`config.mk`:
```
export PLATFORM = sky130hd
export DESIGN_NAME = fetch_stage_flat
export DESIGN_NICKNAME = d
export VERILOG_FILES = /design/src/rtl/fetch_stage_pkg.sv /design/src/rtl/fetch_stage_if.sv /design/src/rtl/fetch_stage_ifid_reg.sv /design/src/rtl/fetch_stage.sv /design/src/flat_wrapper.sv
export SDC_FILE = /design/constraint.sdc
export NUM_CORES = 1
export LEC_CHECK = 0
export CAP_MARGIN = 20
export CORE_MARGIN = 3
export CORE_UTILIZATION = 38
export CTS_BUF_LIST = sky130_fd_sc_hd__clkbuf_4
export DETAILED_ROUTE_END_ITERATION = 16
export GPL_ROUTABILITY_DRIVEN = 0
export PLACE_DENSITY = 0.79
export SYNTH_ARGS = -nofsm -noshare
export SYNTH_HDL_FRONTEND = slang
export SYNTH_SLANG_ARGS = --single-unit
```
`constraint.sdc`:
```
create_clock -name clk -period 2.3 [get_ports clk]
set_clock_uncertainty 0.05 [all_clocks]
set_input_delay 0.23 -clock clk [delete_from_list [all_inputs] [get_ports clk]]
set_output_delay 0.23 -clock clk [all_outputs]
set_load 0.1 [all_outputs]
```
`src/rtl/fetch_stage_pkg.sv`:
```
// Shared fetch constants, FSM state type and an address helper.
// The control unit imports this package too, so the bubble and end-opcode
// encodings are defined once here.
package fetch_stage_pkg;

    // NOP injected on flush: opcode 000000, funct 111111
    localparam logic [31:0] BUBBLE_INSTR = 32'h0000003F;
    // Opcode that marks the end of the program
    localparam logic [5:0]  OP_END       = 6'b111111;
    // Number of bubble cycles issued after the end word before halting
    localparam int          DRAIN_CYCLES = 4;
    // Drain counter value on which the next unstalled edge enters HALT
    localparam logic [2:0]  DRAIN_LAST   = 3'(DRAIN_CYCLES - 1);

    typedef enum logic [1:0] {
        RUN   = 2'd0,
        DRAIN = 2'd1,
        HALT  = 2'd2
    } fetch_state_t;

    // Redirect targets are byte addresses; fetch is always word aligned
    function automatic logic [31:0] word_align(input logic [31:0] addr);
        return {addr[31:2], 2'b00};
    endfunction

endpackage

```
`src/rtl/fetch_stage_if.sv`:
```
// Fetch-stage bundle: redirect/hazard inputs, instruction memory bus and
// IF/ID outputs. master = fetch stage, slave = surrounding pipeline/memory.
interface fetch_stage_if;
    logic        stall;
    logic        branch_taken;
    logic [31:0] branch_target;
    logic        jump;
    logic [31:0] jump_target;
    logic        jreg;
    logic [31:0] jr_target;
    logic [31:0] imem_data;
    logic [31:0] imem_addr;
    logic [31:0] PCF;
    logic [31:0] InstrD;
    logic [31:0] PCPlus4D;
    logic        halted;

    modport master (
        input  stall, branch_taken, branch_target, jump, jump_target,
               jreg, jr_target, imem_data,
        output imem_addr, PCF, InstrD, PCPlus4D, halted
    );

    modport slave (
        output stall, branch_taken, branch_target, jump, jump_target,
               jreg, jr_target, imem_data,
        input  imem_addr, PCF, InstrD, PCPlus4D, halted
    );
endinterface

```
`src/rtl/fetch_stage_ifid_reg.sv`:
```
// IF/ID pipeline register: holds the fetched instruction and its PC+4.
// en freezes the register; flush replaces the contents with a bubble.
module ifid_reg
    import fetch_stage_pkg::*;
(
    input  logic        clk,
    input  logic        rst,
    input  logic        en,
    input  logic        flush,
    input  logic [31:0] i_instr,
    input  logic [31:0] i_pcplus4,
    output logic [31:0] o_instr,
    output logic [31:0] o_pcplus4
);

    logic [31:0] r_instr;
    logic [31:0] r_pcplus4;

    // Capture, flush to bubble, or hold the decode-stage instruction
    always_ff @(posedge clk) begin
        if (rst) begin
            r_instr   <= BUBBLE_INSTR;
            r_pcplus4 <= 32'd0;
        end else if (en) begin
            if (flush) begin
                r_instr   <= BUBBLE_INSTR;
                r_pcplus4 <= 32'd0;
            end else begin
                r_instr   <= i_instr;
                r_pcplus4 <= i_pcplus4;
            end
        end
    end

    assign o_instr   = r_instr;
    assign o_pcplus4 = r_pcplus4;

endmodule

```
`src/rtl/fetch_stage.sv`:
```
// Instruction fetch stage: PC register, next-PC selection, end-of-program
// drain/halt FSM and the IF/ID register. Stall freezes everything; once the
// end word is seen the pipeline is fed bubbles and then parks in HALT.
module fetch_stage
    import fetch_stage_pkg::*;
(
    input logic          clk,
    input logic          rst,
    fetch_stage_if.master bus
);

    fetch_state_t r_state;
    fetch_state_t w_state_next;
    logic [31:0]  r_pc;
    logic [31:0]  w_pc_next;
    logic [2:0]   r_drain_cnt;
    logic [2:0]   w_drain_cnt_next;
    logic         r_halted;
    logic         w_flush;
    logic         w_redirect;
    logic [31:0]  w_target;
    logic         w_is_end;
    logic [31:0]  w_pc_plus4;
    logic [31:0]  w_instr_d;
    logic [31:0]  w_pcplus4_d;

    assign w_pc_plus4 = r_pc + 32'd4;
    assign w_is_end   = (bus.imem_data[31:26] == OP_END);

    // Redirect source selection: jr beats j/jal beats taken branch
    always_comb begin
        w_redirect = bus.jreg | bus.jump | bus.branch_taken;
        if (bus.jreg)
            w_target = word_align(bus.jr_target);
        else if (bus.jump)
            w_target = word_align(bus.jump_target);
        else
            w_target = word_align(bus.branch_target);
    end

    // FSM state register; a stall holds the state
    always_ff @(posedge clk) begin
        if (rst)
            r_state <= RUN;
        else if (!bus.stall)
            r_state <= w_state_next;
    end

    // FSM next-state: end word (not flushed by a redirect) starts the drain
    always_comb begin
        w_state_next = r_state;
        case (r_state)
            RUN:     if (!w_redirect && w_is_end) w_state_next = DRAIN;
            DRAIN:   if (r_drain_cnt == DRAIN_LAST) w_state_next = HALT;
            HALT:    w_state_next = HALT;
            default: w_state_next = RUN;
        endcase
    end

    // FSM outputs: next PC, drain counter update and IF/ID flush request
    always_comb begin
        w_pc_next        = r_pc;
        w_drain_cnt_next = r_drain_cnt;
        w_flush          = 1'b0;
        case (r_state)
            RUN: begin
                if (w_redirect) begin
                    w_pc_next = w_target;
                    w_flush   = 1'b1;
                end else if (w_is_end) begin
                    w_drain_cnt_next = 3'd0;
                end else begin
                    w_pc_next = w_pc_plus4;
                end
            end
            DRAIN: begin
                w_flush          = 1'b1;
                w_drain_cnt_next = r_drain_cnt + 3'd1;
            end
            default: begin
                // HALT keeps feeding bubbles, which leaves IF/ID unchanged
                w_flush = 1'b1;
            end
        endcase
    end

    // PC, drain counter and registered halted flag
    always_ff @(posedge clk) begin
        if (rst) begin
            r_pc        <= 32'd0;
            r_drain_cnt <= 3'd0;
            r_halted    <= 1'b0;
        end else if (!bus.stall) begin
            r_pc        <= w_pc_next;
            r_drain_cnt <= w_drain_cnt_next;
            r_halted    <= (w_state_next == HALT);
        end
    end

    ifid_reg u_ifid (
        .clk       (clk),
        .rst       (rst),
        .en        (~bus.stall),
        .flush     (w_flush),
        .i_instr   (bus.imem_data),
        .i_pcplus4 (w_pc_plus4),
        .o_instr   (w_instr_d),
        .o_pcplus4 (w_pcplus4_d)
    );

    assign bus.imem_addr = r_pc;
    assign bus.PCF       = r_pc;
    assign bus.InstrD    = w_instr_d;
    assign bus.PCPlus4D  = w_pcplus4_d;
    assign bus.halted    = r_halted;

endmodule
```
`src/flat_wrapper.sv`:
```
// flat-port wrapper written by rule: the top's interface ports become plain ports
module fetch_stage_flat import fetch_stage_pkg::*;
  (clk, rst, bus_stall, bus_branch_taken, bus_branch_target, bus_jump, bus_jump_target, bus_jreg, bus_jr_target, bus_imem_data, bus_imem_addr, bus_PCF, bus_InstrD, bus_PCPlus4D, bus_halted);
  fetch_stage_if bus_i ();
  input logic clk;
  input logic rst;
  input wire logic [$bits(bus_i.stall)-1:0] bus_stall;
  input wire logic [$bits(bus_i.branch_taken)-1:0] bus_branch_taken;
  input wire logic [$bits(bus_i.branch_target)-1:0] bus_branch_target;
  input wire logic [$bits(bus_i.jump)-1:0] bus_jump;
  input wire logic [$bits(bus_i.jump_target)-1:0] bus_jump_target;
  input wire logic [$bits(bus_i.jreg)-1:0] bus_jreg;
  input wire logic [$bits(bus_i.jr_target)-1:0] bus_jr_target;
  input wire logic [$bits(bus_i.imem_data)-1:0] bus_imem_data;
  output wire logic [$bits(bus_i.imem_addr)-1:0] bus_imem_addr;
  output wire logic [$bits(bus_i.PCF)-1:0] bus_PCF;
  output wire logic [$bits(bus_i.InstrD)-1:0] bus_InstrD;
  output wire logic [$bits(bus_i.PCPlus4D)-1:0] bus_PCPlus4D;
  output wire logic [$bits(bus_i.halted)-1:0] bus_halted;
  assign bus_i.stall = bus_stall;
  assign bus_i.branch_taken = bus_branch_taken;
  assign bus_i.branch_target = bus_branch_target;
  assign bus_i.jump = bus_jump;
  assign bus_i.jump_target = bus_jump_target;
  assign bus_i.jreg = bus_jreg;
  assign bus_i.jr_target = bus_jr_target;
  assign bus_i.imem_data = bus_imem_data;
  assign bus_imem_addr = bus_i.imem_addr;
  assign bus_PCF = bus_i.PCF;
  assign bus_InstrD = bus_i.InstrD;
  assign bus_PCPlus4D = bus_i.PCPlus4D;
  assign bus_halted = bus_i.halted;
  fetch_stage u_core (.clk(clk), .rst(rst), .bus(bus_i));
endmodule
```
==> flow_summary.ini <==
[critical_path]
arrival_ns = 2.36
endpoint_kind = flip-flop
cp-start-kind = flip-flop
critPathMaxFanout = 8
cp.required_ns = 2.62
worstSetupPathType = reg -> reg

[synthesis]
synth_top_area_share = 0.366
syn_inst = 689
ys_types = 56
synth_top_area_cell = dfxtp_1
synth_seq_cells = 98
synth_ff_type = dfxtp_1
synth_area_leaders = dfxtp_1 (37%), a21oi_1 (6.3%), a22oi_1 (5.5%), nand2_1 (5.5%), nor2_1 (5.2%)
synth_warnings = 0
synth-edff-count = 0
syn_avg_cell_area_um2 = 7.79
synth_seq_area_share = 0.366
syn_area_um2 = 5360
async_flop_share = 0

[pwr]
p_leak_nw = 3.08
ir_drop_uv = 253
cellPowerDensity_nw_per_um2 = 559
finalPower_w = 0.00432

[job]
cap_violations = 0

[layout]
area_growth_pct = 44.3
nets = 1032
layout-drive-gt1-share = 0.232
final_core_util = 0.573

[cts]
cts_setup_buffers = 0
cts_tree = built
post_cts_resized = 0
clk_pin_slew_ns = 0.16
cts-buffers-inserted = 9
clockRootBuffer = clkbuf_4
ctsLongestPathBuffers = 2
htreeDepth = 3
ctsHoldBuffers = 0
clock_latency_ns = 0.48
cts.sinks = 98

[floorplanning]
die_h_um = 125
start_util = 0.397
ios = 263
dieWidth_um = 125
rows = 42
core-area_um2 = 13500
die_area_um2 = 15600

[sta]
maxSlewHeadroom = 0.516
tns_ns = 0
setup_viol = 0
clock.fmax_mhz = 490
hold_ws_ns = 0.131
slew_viol_final = 0
layout_min_cycle_time_ns = 2.04
hold_viol = 0
finalCritPeriodShare = 0.887
grt_setup_unrepaired = no
worst_pin_slew_ns = 0.726

[detailed_routing]
vias = 5757
wl_per_cell_um = 17.1
drt_iter0_markers = 490
totalWireLength_um = 18400
postRouteAntennaNets = 0
firstDrtPassIters = 5
via_per_inst = 5.35
drc = 0

[grt]
first_global_vias = 5175
gr-total-overflow = 0
grt_max_degree = 67
track_usage = 0.223
antenna_found_initial = 1
grt_pass1_wl_um = 28400

[worst_hold_path]
hold_class = in -> reg

[placed_design]
hpwl_um = 14000
io_buffers = 250

[outcome]
outcome = finished clean
-- cell usage in the layout (no fill, tap or decap), drive strengths merged, types with 5 or more instances in the layout --
cell type,synthesis,routed
buf,53,155
clkdlybuf4s50,0,123
dfxtp,98,98
nand2,78,78
nor2,74,74
a21oi,68,68
o21ai,53,53
a22oi,39,39
nand3b,25,25
inv,13,18
nand3,14,14
nor3,14,14
xnor2,13,13
nand4,12,12
nor4,11,11
a31oi,9,9
clkbuf,35,9
o22ai,7,7
o31a,6,6
xor2,6,6
conb,1,6
and2,6,6
o32ai,5,5
and3b,5,5
-- power breakdown --
group	total [W]	internal [W]	switching, W
clock network	0.00104	0.000364	0.000674
logic	0.00143	0.000432	0.00100
registers	0.00185	0.00175	0.0000994
total	0.00432	0.00255	0.00177
-- through the flow --
stage | instance area (um^2) | setup WS, ns | instances
3_3_place_gp | 7560 | -0.192 | 1059
5_1_grt | 7740 | 0.138 | 1077
6_report | 7740 | 0.260 | 1077
2_1_floorplan | 5440 | -0.0162 | 694
3_5_place_dp | 7570 | 0.00303 | 1060
4_1_cts | 7730 | 0.129 | 1076
-- cell usage after synthesis (2+ instances only) --
library cell / n
dfxtp_1: 98
nand2_1: 78
nor2_1: 74
a21oi_1: 68
o21ai_0: 50
a22oi_1: 39
buf_4: 36
clkbuf_1: 35
nand3b_1: 25
nand3_1: 14
inv_1: 13
nor3_1: 13
xnor2_1: 13
buf_2: 10
a31oi_1: 9
nand4_1: 9
nor4_1: 7
o22ai_1: 7
o31a_1: 6
xor2_1: 6
and2_1: 5
and3b_1: 5
o32ai_1: 5
buf_6: 4
nor4_4: 4
a2111oi_0: 3
a221o_1: 3
a311oi_1: 3
and3_1: 3
and4_1: 3
buf_1: 3
ha_1: 3
mux2i_1: 3
o21ai_1: 3
or3_1: 3
a211oi_1: 2
a2bb2oi_1: 2
clkinv_1: 2
nand4_2: 2
or4_1: 2
-- worst max-delay path, cell delays in order, from the launching register on --
cell and delay, ns:
dfxtp_4 0.44, ha_1 0.21, nand4_1 0.13, or4_4 0.57
nor4_4 0.17, mux2i_1 0.27, o21ai_1 0.08
-- logic make-up (layout without fill, tap and decap cells) --
group | after synthesis | count (layout) | share of synthesized area
and+or+nand+nor | 253 | 253 | 0.245
AOI/OAI and AO/OA | 209 | 209 | 0.240
buffers and inverters | 103 | 309 | 0.105
DFF | 98 | 98 | 0.366
xor gates and xnor gates | 19 | 19 | 0.0310
adders and majority gates | 3 | 3 | 0.00700
muxes | 3 | 3 | 0.00560
other | 1 | 7 | 0.000699
-- area by class of cell --
type / instances / area, um^2
Clock inverter: 7 / 90.1
Fill cell: 1276 / 5760
Inverter: 15 / 56.3
Antenna cell: 1 / 2.50
Clock buffer: 9 / 67.6
Multi-Input combinational cell: 493 / 2870
Timing Repair Buffer: 278 / 2410
Sequential cell: 98 / 2020
Tap cell: 176 / 220
-- sequential cells by signal (all words and copies together), names as in the netlist --
name,count
u_core.u_ifid.o_instr,32
u_core.bus.halted,1
u_core.r_drain_cnt,3
u_core.r_state,2
u_core.bus.PCF,30
u_core.u_ifid.o_pcplus4,30
-- final timing paths --
path / startpoint / endpoint / slack (ns) / depth (start not counted)
worst max register to register: u_core.bus.PCF[3]$_SDFFE_PP0P_ / u_core.u_ifid.o_pcplus4[26]$_SDFFE_PP0N_ / 0.26 / 6
worst min register to register: u_core.u_ifid.o_pcplus4[29]$_SDFFE_PP0N_ / u_core.u_ifid.o_pcplus4[29]$_SDFFE_PP0N_ / 0.41 / 2
worst max-delay path: u_core.bus.PCF[3]$_SDFFE_PP0P_ / u_core.u_ifid.o_pcplus4[26]$_SDFFE_PP0N_ / 0.26 / 6
worst min-delay path: bus_jreg / u_core.bus.PCF[11]$_SDFFE_PP0P_ / 0.13 / 4
-- metal layers --
| metal | wire [um] | GRT usage | up-vias | part of all wire |
|---|---|---|---|---|
| li1 | - | - | 2840 | - |
| met1 | 8330 | 0.309 | 2650 | 0.45 |
| met2 | 8610 | 0.360 | 243 | 0.47 |
| met3 | 1200 | 0.0330 | 24 | 0.065 |
| met4 | 296 | 0.0644 | 0 | 0.016 |
| met5 | 0 | 0 | - | 0 |
(Power assumes the default switching activity.)
